--- src/rtl/pin_entry_ctrl.sv ---
// pin_entry_ctrl: keypad PIN entry controller for the digital lock.
// Collects digit keys into a BCD buffer, compares against the stored PIN on
// enter, pulses grant/deny, and locks the keypad out after repeated failures.
// Every output comes straight from a register; next values are computed in a
// single combinational block from the current state and the key strobe.
module pin_entry_ctrl #(
    parameter int PIN_LEN        = 4,
    parameter int MAX_TRIES      = 3,
    parameter int LOCK_CYCLES    = 1000,
    parameter int TIMEOUT_CYCLES = 500
) (
    input  logic                         clk,
    input  logic                         rst,
    input  logic                         key_valid,
    input  logic [3:0]                   key_code,
    input  logic                         setup_on,
    input  logic [4*PIN_LEN-1:0]         pin_ref,
    output logic [4*PIN_LEN-1:0]         digits,
    output logic [$clog2(PIN_LEN+1)-1:0] digit_count,
    output logic                         bcd_enable,
    output logic                         bip,
    output logic                         grant,
    output logic                         deny,
    output logic                         locked_out
);

    localparam int CNT_W   = $clog2(PIN_LEN + 1);
    localparam int TRY_W   = $clog2(MAX_TRIES + 1);
    localparam int TMR_MAX = (LOCK_CYCLES > TIMEOUT_CYCLES) ? LOCK_CYCLES : TIMEOUT_CYCLES;
    localparam int TMR_W   = $clog2(TMR_MAX);

    localparam logic [CNT_W-1:0] CNT_FULL     = CNT_W'(PIN_LEN);
    localparam logic [CNT_W-1:0] CNT_ONE      = CNT_W'(1);
    localparam logic [TRY_W-1:0] TRY_LIMIT    = TRY_W'(MAX_TRIES);
    localparam logic [TRY_W-1:0] TRY_ONE      = TRY_W'(1);
    localparam logic [TMR_W-1:0] TMR_ONE      = TMR_W'(1);
    localparam logic [TMR_W-1:0] LOCK_LAST    = TMR_W'(LOCK_CYCLES - 1);
    localparam logic [TMR_W-1:0] TIMEOUT_LAST = TMR_W'(TIMEOUT_CYCLES - 1);

    localparam logic [3:0] KEY_ENTER = 4'hE;
    localparam logic [3:0] KEY_CLEAR = 4'hF;

    typedef enum logic [1:0] {
        ST_IDLE    = 2'd0,
        ST_ENTRY   = 2'd1,
        ST_CHECK   = 2'd2,
        ST_LOCKOUT = 2'd3
    } state_t;

    // Key classification: 0x0-0x9 are digits, 0xA-0xD carry no meaning.
    function automatic logic is_digit(input logic [3:0] code);
        return (code <= 4'h9);
    endfunction

    state_t                 state_r,    state_nx_s;
    logic [4*PIN_LEN-1:0]   digits_r,   digits_nx_s;
    logic [CNT_W-1:0]       count_r,    count_nx_s;
    logic [TRY_W-1:0]       try_r,      try_nx_s;
    logic [TRY_W-1:0]       try_inc_s;
    logic [TMR_W-1:0]       tmr_r,      tmr_nx_s;
    logic                   bip_r,      bip_nx_s;
    logic                   grant_r,    grant_nx_s;
    logic                   deny_r,     deny_nx_s;
    logic                   bcd_r,      bcd_nx_s;
    logic                   lock_r,     lock_nx_s;
    logic                   key_acc_s;
    logic                   match_s;

    assign match_s   = (count_r == CNT_FULL) && (digits_r == pin_ref);
    assign try_inc_s = try_r + TRY_ONE;

    // Next-state and next-output computation for the whole controller.
    always_comb begin
        state_nx_s  = state_r;
        digits_nx_s = digits_r;
        count_nx_s  = count_r;
        try_nx_s    = try_r;
        tmr_nx_s    = tmr_r;
        bip_nx_s    = 1'b0;
        grant_nx_s  = 1'b0;
        deny_nx_s   = 1'b0;
        key_acc_s   = 1'b0;

        if (setup_on && (state_r != ST_LOCKOUT)) begin
            // Setup owns the stored PIN: drop entry, suppress any verdict.
            state_nx_s  = ST_IDLE;
            digits_nx_s = '0;
            count_nx_s  = '0;
            tmr_nx_s    = '0;
        end else begin
            case (state_r)
                ST_IDLE: begin
                    tmr_nx_s = '0;
                    if (key_valid && is_digit(key_code)) begin
                        digits_nx_s      = '0;
                        digits_nx_s[3:0] = key_code;
                        count_nx_s       = CNT_ONE;
                        bip_nx_s         = 1'b1;
                        state_nx_s       = ST_ENTRY;
                    end else begin
                        state_nx_s = ST_IDLE;
                    end
                end

                ST_ENTRY: begin
                    if (key_valid) begin
                        if (is_digit(key_code)) begin
                            if (count_r < CNT_FULL) begin
                                digits_nx_s      = digits_r << 3'd4;
                                digits_nx_s[3:0] = key_code;
                                count_nx_s       = count_r + CNT_ONE;
                                bip_nx_s         = 1'b1;
                                key_acc_s        = 1'b1;
                            end else begin
                                key_acc_s = 1'b0;
                            end
                        end else if (key_code == KEY_CLEAR) begin
                            digits_nx_s = '0;
                            count_nx_s  = '0;
                            bip_nx_s    = 1'b1;
                            state_nx_s  = ST_IDLE;
                            key_acc_s   = 1'b1;
                        end else if (key_code == KEY_ENTER) begin
                            bip_nx_s   = 1'b1;
                            state_nx_s = ST_CHECK;
                            key_acc_s  = 1'b1;
                        end else begin
                            key_acc_s = 1'b0;
                        end
                    end else begin
                        key_acc_s = 1'b0;
                    end

                    // Inactivity timer restarts on any accepted key.
                    if (key_acc_s) begin
                        tmr_nx_s = '0;
                    end else if (tmr_r == TIMEOUT_LAST) begin
                        tmr_nx_s    = '0;
                        digits_nx_s = '0;
                        count_nx_s  = '0;
                        state_nx_s  = ST_IDLE;
                    end else begin
                        tmr_nx_s = tmr_r + TMR_ONE;
                    end
                end

                ST_CHECK: begin
                    tmr_nx_s    = '0;
                    digits_nx_s = '0;
                    count_nx_s  = '0;
                    if (match_s) begin
                        grant_nx_s = 1'b1;
                        try_nx_s   = '0;
                        state_nx_s = ST_IDLE;
                    end else begin
                        deny_nx_s = 1'b1;
                        try_nx_s  = try_inc_s;
                        if (try_inc_s == TRY_LIMIT) begin
                            state_nx_s = ST_LOCKOUT;
                        end else begin
                            state_nx_s = ST_IDLE;
                        end
                    end
                end

                ST_LOCKOUT: begin
                    if (tmr_r == LOCK_LAST) begin
                        tmr_nx_s   = '0;
                        try_nx_s   = '0;
                        state_nx_s = ST_IDLE;
                    end else begin
                        tmr_nx_s = tmr_r + TMR_ONE;
                    end
                end

                default: begin
                    state_nx_s  = ST_IDLE;
                    digits_nx_s = '0;
                    count_nx_s  = '0;
                    tmr_nx_s    = '0;
                end
            endcase
        end

        // Level outputs follow the state being entered so they stay registered.
        bcd_nx_s  = (state_nx_s == ST_ENTRY);
        lock_nx_s = (state_nx_s == ST_LOCKOUT);
    end

    // State and output registers, cleared asynchronously by the active-low reset.
    always_ff @(posedge clk or negedge rst) begin
        if (!rst) begin
            state_r  <= ST_IDLE;
            digits_r <= '0;
            count_r  <= '0;
            try_r    <= '0;
            tmr_r    <= '0;
            bip_r    <= 1'b0;
            grant_r  <= 1'b0;
            deny_r   <= 1'b0;
            bcd_r    <= 1'b0;
            lock_r   <= 1'b0;
        end else begin
            state_r  <= state_nx_s;
            digits_r <= digits_nx_s;
            count_r  <= count_nx_s;
            try_r    <= try_nx_s;
            tmr_r    <= tmr_nx_s;
            bip_r    <= bip_nx_s;
            grant_r  <= grant_nx_s;
            deny_r   <= deny_nx_s;
            bcd_r    <= bcd_nx_s;
            lock_r   <= lock_nx_s;
        end
    end

    assign digits      = digits_r;
    assign digit_count = count_r;
    assign bcd_enable  = bcd_r;
    assign bip         = bip_r;
    assign grant       = grant_r;
    assign deny        = deny_r;
    assign locked_out  = lock_r;

endmodule

--- config.mk ---
export PLATFORM = sky130hd
export DESIGN_NAME = pin_entry_ctrl
export DESIGN_NICKNAME = d
export VERILOG_FILES = /design/src/rtl/pin_entry_ctrl.sv
export SDC_FILE = /design/constraint.sdc
export NUM_CORES = 1
export LEC_CHECK = 0
export CAP_MARGIN = 5
export CORE_MARGIN = 2
export CORE_UTILIZATION = 52
export DETAILED_ROUTE_END_ITERATION = 6
export PLACE_DENSITY = 0.82
export SYNTH_ARGS = -nofsm -noshare
export SYNTH_HDL_FRONTEND = slang
export SYNTH_SLANG_ARGS = --single-unit
export TNS_END_PERCENT = 10
--- constraint.sdc ---
create_clock -name clk -period 2.29 [get_ports clk]
set_input_delay 0.687 -clock clk [delete_from_list [all_inputs] [get_ports clk]]
set_output_delay 0.687 -clock clk [all_outputs]
set_load 0.01 [all_outputs]
==> summary.txt, run 1 <==
========================================================================================
Slew at the pin with the worst max-slew slack .............................       486 ps
Via count of the first global-routing pass ................................        2,280
TritonCTS clock tree ......................................................        built
Number of rows created at floorplan .......................................           24
R2r endpoint ..............................................................    digits[4]
Number of fill cells ......................................................          327
Asr flop ratio synth ......................................................         100%
Vias after detailed routing ...............................................        2,324
Post-route antenna net violation count ....................................            0
DIE AREA ..................................................................     5140 µm²
Power Dens Cells ..........................................................   446 nW/µm²
Placement-stage cell area .................................................     3130 µm²
Leakage ...................................................................      1.39 nW
Clock latency at the later pin of the worst-skew pair .....................       300 ps
Clock buffer count from CTS ...............................................            5
Yosys reg bits ............................................................           38
Worst VDD drop ............................................................   0.000329 V
Wire length of the first global-routing pass ..............................    11,000 µm
Leading register cell type out of synthesis ............................... sky130_fd_sc_hd__dfrtp_1
Post-route core utilization ...............................................        73.3%
Max_slew headroom .........................................................        67.6%
Summed negative setup slack over all endpoints ............................         0 ps
Drt drc ...................................................................            0
Post-Route Skew ...........................................................      7.76 ps
Net count of the mapped netlist ...........................................          289
Synth cell types ..........................................................           49
First DRT Iteration DRCs ..................................................          229
Warnings from Yosys .......................................................            0
Worst setup path category ................................................. input port to register
Buffers added on ports ....................................................           47
Least setup slack across all paths after layout ...........................       111 ps
Estimated wirelength of the detail-placed design ..........................      4790 µm
Layout Area Growth over Synthesis .........................................        35.0%
Nature of the critical path endpoint ......................................     register
Die height ................................................................      71.7 µm
Routability cong. .........................................................        0.897
RSZ-0062 raised after global routing ......................................        false
Outcome ................................................................... complete, no violations
Crit Path Max Fanout ......................................................            4
Worst setup timing slack at the placement stage ...........................      -166 ps
Pin count of the biggest net entering global routing ......................           21
Worst-path clk slew .......................................................        70 ps
Max-slew violations .......................................................            0
Min-Delay Path Class ...................................................... input port to async pin
Number of antenna violations at the first check in global routing .........            0
Congestion Overflow GR ....................................................            0
Crit path launch type .....................................................   input port
Layout Nets ...............................................................          365
Vias per cell .............................................................         6.07
Number of H-tree levels ...................................................            2
Flop2flop setup slack .....................................................       190 ps
Arrival time reported for the critical path endpoint ......................      2410 ps
Worst path required time ..................................................      2520 ps
Final-report setup violation count ........................................            0
Final critical-path share of the clock period .............................        95.1%
Maximum clock frequency ...................................................      459 MHz
Share of synthesized area occupied by flip-flops and latches ..............        39.9%
Area of the mapped netlist ................................................     2380 µm²
Minimum clock period ......................................................      2180 ps
Post-CTS Setup Bufs .......................................................            0
Layout cells sized above 1 ................................................        15.1%
Initial standard-cell utilization of the core .............................        54.3%
Buffers from clock root to sink, at most ..................................            2
Area of the core ..........................................................     4380 µm²
Max-cap violations ........................................................            0
Reg2reg path depth ........................................................            7
Count of flip-flops with a built-in enable after synthesis ................            0
Io pins ...................................................................           48
Root Driver ............................................................... sky130_fd_sc_hd__clkbuf_8
Number of search-and-repair iterations in the first detailed-routing pass .            5
# diodes ..................................................................            0
Final WL ..................................................................      6480 µm
Clock sinks ...............................................................           38
Reg-to-Reg Start ..........................................................     tmr_r[0]
Combined global-route utilization of all metal layers .....................        27.1%
Final design instance area without fill ...................................     3220 µm²
Die boundary width ........................................................      71.7 µm
Total count of hold-check failures in the final report ....................            0
Per-instance average area after synthesis .................................     9.31 µm²
Synthesized instance count ................................................          256
Routed wire per std cell ..................................................      16.9 µm
========================================================================================
-- layout by cell type (no fill, tap or decap), drive strengths merged, types with 2 or more instances in the layout --
| cell | synthesis | layout |
|---|---|---|
| clkbuf | 2 | 6 |
| buf | 8 | 33 |
| xor2 | 17 | 17 |
| xnor2 | 7 | 7 |
| a32oi | 18 | 18 |
| o21a | 2 | 2 |
| and3 | 18 | 18 |
| dfrtp | 38 | 38 |
| ha | 9 | 9 |
| nand3 | 9 | 9 |
| inv | 12 | 12 |
| nand4 | 3 | 3 |
| nor3 | 6 | 6 |
| a211oi | 2 | 2 |
| nor4 | 6 | 6 |
| o211ai | 2 | 2 |
| nand2b | 2 | 2 |
| a22oi | 3 | 3 |
| nor2 | 22 | 22 |
| nor2b | 2 | 2 |
| nand2 | 22 | 22 |
| a21oi | 3 | 3 |
| clkdlybuf4s50 | 0 | 46 |
| a31oi | 2 | 2 |
| o21ai | 26 | 26 |
-- Yosys cell counts, types with 2 or more instances --
master                     count  area share [%]
sky130_fd_sc_hd__nand4_1       2            0.53
sky130_fd_sc_hd__inv_1        12             1.9
sky130_fd_sc_hd__nand2_1      22             3.5
sky130_fd_sc_hd__and3_1       18             4.7
sky130_fd_sc_hd__a31oi_1       2            0.53
sky130_fd_sc_hd__nand2b_1      2            0.53
sky130_fd_sc_hd__a21oi_1       3            0.63
sky130_fd_sc_hd__dfrtp_1      38              40
sky130_fd_sc_hd__nor4_1        5             1.3
sky130_fd_sc_hd__o21ai_0      14             2.9
sky130_fd_sc_hd__nand3_1       8             1.7
sky130_fd_sc_hd__nor2b_1       2            0.53
sky130_fd_sc_hd__buf_2         6             1.3
sky130_fd_sc_hd__ha_1          9             4.7
sky130_fd_sc_hd__nor2_1       22             3.5
sky130_fd_sc_hd__o21ai_1      10             2.1
sky130_fd_sc_hd__a211oi_1      2            0.63
sky130_fd_sc_hd__xnor2_1       7             2.6
sky130_fd_sc_hd__o21a_1        2            0.63
sky130_fd_sc_hd__a32oi_1      17             6.2
sky130_fd_sc_hd__a22oi_1       3            0.95
sky130_fd_sc_hd__xor2_1       17             6.2
sky130_fd_sc_hd__nor3_1        6             1.3
sky130_fd_sc_hd__o211ai_1      2            0.63
-- flip-flops by register name, indices dropped and copies added, names as in the netlist --
signal / count
digits: 16
deny: 1
bip: 1
grant: 1
digit_count: 3
bcd_enable: 1
state_r: 2
tmr_r: 10
try_r: 2
locked_out: 1
-- cells by family (layout without fill, tap and decap cells) --
kind of cell               Yosys count  after routing  share of synthesized area (%)
adders and majority gates            9              9                           4.73
buffers and inverters               22             97                           4.31
DFF                                 38             38                           39.9
xor gates and xnor gates            24             24                           8.82
and+or+nand+nor                     94             94                           20.7
AOI/OAI and AO/OA                   68             68                           21.0
muxes                                1              1                          0.473
-- worst max path at each step --
stage / from / to / slack (ps)
after floorplan: key_valid / digits[10] / 370
after global placement: key_code[1] / state_r[0] / -130
after detailed placement: key_code[1] / digits[4] / -170
after CTS: pin_ref[14] / bcd_enable / 140
after global routing: pin_ref[6] / bcd_enable / 10
final: pin_ref[14] / bcd_enable / 110
-- timing repair --
action                                  4_1_cts  5_1_grt
gates resized for setup                       0        1
hold buffers                                  0        0
endpoints found under the setup margin        0        4
-- stage by stage --
step                hold WS, ps  power (mW)  std cells
floorplan                   391       0.822        256
global placement            476       0.976        377
CTS                         365        1.43        383
finish                      345        1.44        383
global route                383        1.49        383
detailed placement          483       0.980        377
-- area by class of cell --
| cell class | instances | area, µm² | share of cell area (%) |
|---|---|---|---|
| clock buffers | 6 | 82.6 | 2.57 |
| inverters | 12 | 45.0 | 1.40 |
| multi-input cells | 196 | 1340 | 41.7 |
| flip-flops and latches | 38 | 951 | 29.6 |
| well taps | 52 | 65.1 | 2.02 |
| repair buffers | 79 | 731 | 22.7 |
-- power by group --
group | switching [mW] | total (mW) | leakage, nW | internal [mW]
clock | 0.230 | 0.462 | 0.0431 | 0.232
sequential | 0.0187 | 0.702 | 0.521 | 0.684
combinational | 0.138 | 0.270 | 0.823 | 0.133
total | 0.387 | 1.44 | 1.39 | 1.05
-- routing by layer --
metal	up-vias	share of wire, %	track usage (%)
li1	1094	-	-
met2	122	50	45.4
met5	-	0	0
met4	0	1.8	9.64
met1	1094	42	35.3
met3	14	6.9	5.06
-- worst max-delay path, cell delays in order --
cell and delay, ps:
sky130_fd_sc_hd__clkdlybuf4s50_1 430, sky130_fd_sc_hd__xor2_1 190, sky130_fd_sc_hd__nor4_1 320, sky130_fd_sc_hd__nand4_1 200
sky130_fd_sc_hd__o211ai_1 350, sky130_fd_sc_hd__a32o_1 230
Note: power is estimated with default switching activity, not from simulation.
==> run 2, diff against run 1 <==
--- a/config.mk
+++ b/config.mk
@@ -6,10 +6,12 @@
 export NUM_CORES = 1
 export LEC_CHECK = 0
 export CAP_MARGIN = 5
+export CORE_ASPECT_RATIO = 1.5
 export CORE_MARGIN = 2
 export CORE_UTILIZATION = 52
 export DETAILED_ROUTE_END_ITERATION = 6
-export PLACE_DENSITY = 0.82
+export PLACE_DENSITY = 0.85
+export SKIP_CTS_REPAIR_TIMING = 1
 export SYNTH_ARGS = -nofsm -noshare
 export SYNTH_HDL_FRONTEND = slang
 export SYNTH_SLANG_ARGS = --single-unit
==> summary.txt, run 2 (same netlist as run 1, synthesis figures left out) <==
========================================================================================
Outcome ................................................................... complete, no violations
Number of rows created at floorplan .......................................           30
Crit Path Max Fanout ......................................................            9
Commonest non-fill, non-tap cell in the layout ............................ sky130_fd_sc_hd__clkdlybuf4s50_1
# diodes ..................................................................            0
Worst setup timing slack at the placement stage ...........................      -226 ps
Post-route antenna net violation count ....................................            0
Estimated wirelength of the detail-placed design ..........................      4980 µm
Worst setup path category ................................................. input port to register
Maximum clock frequency ...................................................      454 MHz
Cell breakdown of the critical path ....................................... clkdlybuf4s50_1 > o21ai_2 > a21oi_1 > nor3_2 > nand3_2 > buf_12 > o21ai_0
Clock sinks ...............................................................           38
Number of search-and-repair iterations in the first detailed-routing pass .            4
Min-Delay Path Class ...................................................... input port to async pin
Via count of the first global-routing pass ................................        2,332
TritonCTS clock tree ......................................................        built
Vias per cell .............................................................         6.27
Layout Area Growth over Synthesis .........................................        36.4%
Max-cap violations ........................................................            0
Post-Route Skew ...........................................................      5.19 ps
Clock latency at the later pin of the worst-skew pair .....................       290 ps
Global routing met3 resource utilization ..................................        5.20%
Worst path required time ..................................................      2490 ps
Power Dens Cells ..........................................................   508 nW/µm²
DIE AREA ..................................................................     5150 µm²
First DRT Iteration DRCs ..................................................          128
Wire length of the first global-routing pass ..............................    11,300 µm
Initial standard-cell utilization of the core .............................        53.3%
Drt drc ...................................................................            0
Max FFs per register ......................................................           16
RSZ-0062 raised after global routing ......................................        false
Most frequent cells in the layout ......................................... 46 x sky130_fd_sc_hd__clkdlybuf4s50_1, 38 x sky130_fd_sc_hd__dfrtp_1, 24 x sky130_fd_sc_hd__buf_4, 22 x sky130_fd_sc_hd__nand2_1, 22 x sky130_fd_sc_hd__nor2_1
Routed wire per std cell ..................................................      18.1 µm
Critical path's largest stage delay .......................................       480 ps
Die boundary width ........................................................      59.3 µm
Layout cells sized above 1 ................................................        14.9%
Max_slew headroom .........................................................        67.4%
Total area of multi-input combinational cells .............................     1350 µm²
Routing layer with the top usage in global route ..........................         met2
Summed negative setup slack over all endpoints ............................         0 ps
Worst VDD drop ............................................................   0.000413 V
Io pins ...................................................................           48
Layout Nets ...............................................................          360
Least setup slack across all paths after layout ...........................      88.6 ps
Max-slew violations .......................................................            0
Total count of hold-check failures in the final report ....................            0
Number of antenna violations at the first check in global routing .........            0
Slew at the pin with the worst max-slew slack .............................       488 ps
Routability cong. .........................................................        0.862
Combined global-route utilization of all metal layers .....................        28.4%
Buffers from clock root to sink, at most ..................................            2
Worst-path clk slew .......................................................        70 ps
Final-report setup violation count ........................................            0
Die height ................................................................      86.9 µm
Critical Path Slowest Stage Cell .......................................... sky130_fd_sc_hd__clkdlybuf4s50_1
Seq. cell area ............................................................      951 µm²
Crit path launch type .....................................................   input port
Pin count of the biggest net entering global routing ......................           39
Buffers added on ports ....................................................           47
Global-route met1 utilization .............................................        31.4%
Number of fill cells ......................................................          326
Nature of the critical path endpoint ......................................     register
Root Driver ............................................................... sky130_fd_sc_hd__clkbuf_8
Minimum clock period ......................................................      2200 ps
Fraction of met2 tracks used by global routing ............................        51.9%
Area of the core ..........................................................     4470 µm²
Arrival time reported for the critical path endpoint ......................      2400 ps
Final WL ..................................................................      6820 µm
Final critical-path share of the clock period .............................        96.1%
Clock buffer count from CTS ...............................................            5
Number of H-tree levels ...................................................            2
Leakage ...................................................................      1.39 nW
Vias after detailed routing ...............................................        2,357
Congestion Overflow GR ....................................................            0
========================================================================================
-- run 2: cell type report --
class,count,share of cell area (%)
Clock inverter,3,2.12
Tap cell,48,1.85
Multi-Input combinational cell,196,41.6
Inverter,12,1.39
Sequential cell,38,29.3
Timing Repair Buffer,74,21.7
Clock buffer,5,2.12
-- run 2: worst paths after layout --
path	startpoint	to	slack, ps	cells after the start
max in group asynchronous	rst	digit_count[0]	1520	2
hold / removal	rst	state_r[1]	430	2
setup reg to reg	tmr_r[0]	digit_count[1]	170	7
setup / recovery	key_code[1]	digits[1]	90	7
min in group clk	tmr_r[0]	tmr_r[0]	480	1
hold reg to reg	tmr_r[0]	tmr_r[0]	480	1
-- run 2: per-stage QoR --
step,utilization [%],cell area (µm²),power [mW],std cells,hold slack [ps]
after detailed placement,69.3,3100,0.970,368,475
after global placement,69.3,3100,0.966,368,460
after floorplan,-,2380,0.822,256,391
after global routing,72.8,3250,1.71,376,475
after CTS,72.4,3230,1.65,376,450
final,72.8,3250,1.65,376,433
-- run 2: metal layers --
layer  routed length [µm]  part of all wire [%]  vias to the layer above
met5                    0                     0                        -
met4                  147                   2.2                        0
met3                  306                   4.5                       18
met2                 3900                    57                      108
met1                 2460                    36                     1144
li1                     -                     -                     1087
-- run 2: report_power, final --
part | switching [mW] | internal [mW]
registers | 0.0188 | 0.683
logic | 0.138 | 0.125
clock network | 0.249 | 0.436
-- run 2: worst max-delay path, delay by kind of cell --
kind | cells | cell delay [ps]
and+or+nand+nor | 2 | 430
AOI/OAI and AO/OA | 3 | 610
buffers and inverters | 2 | 660
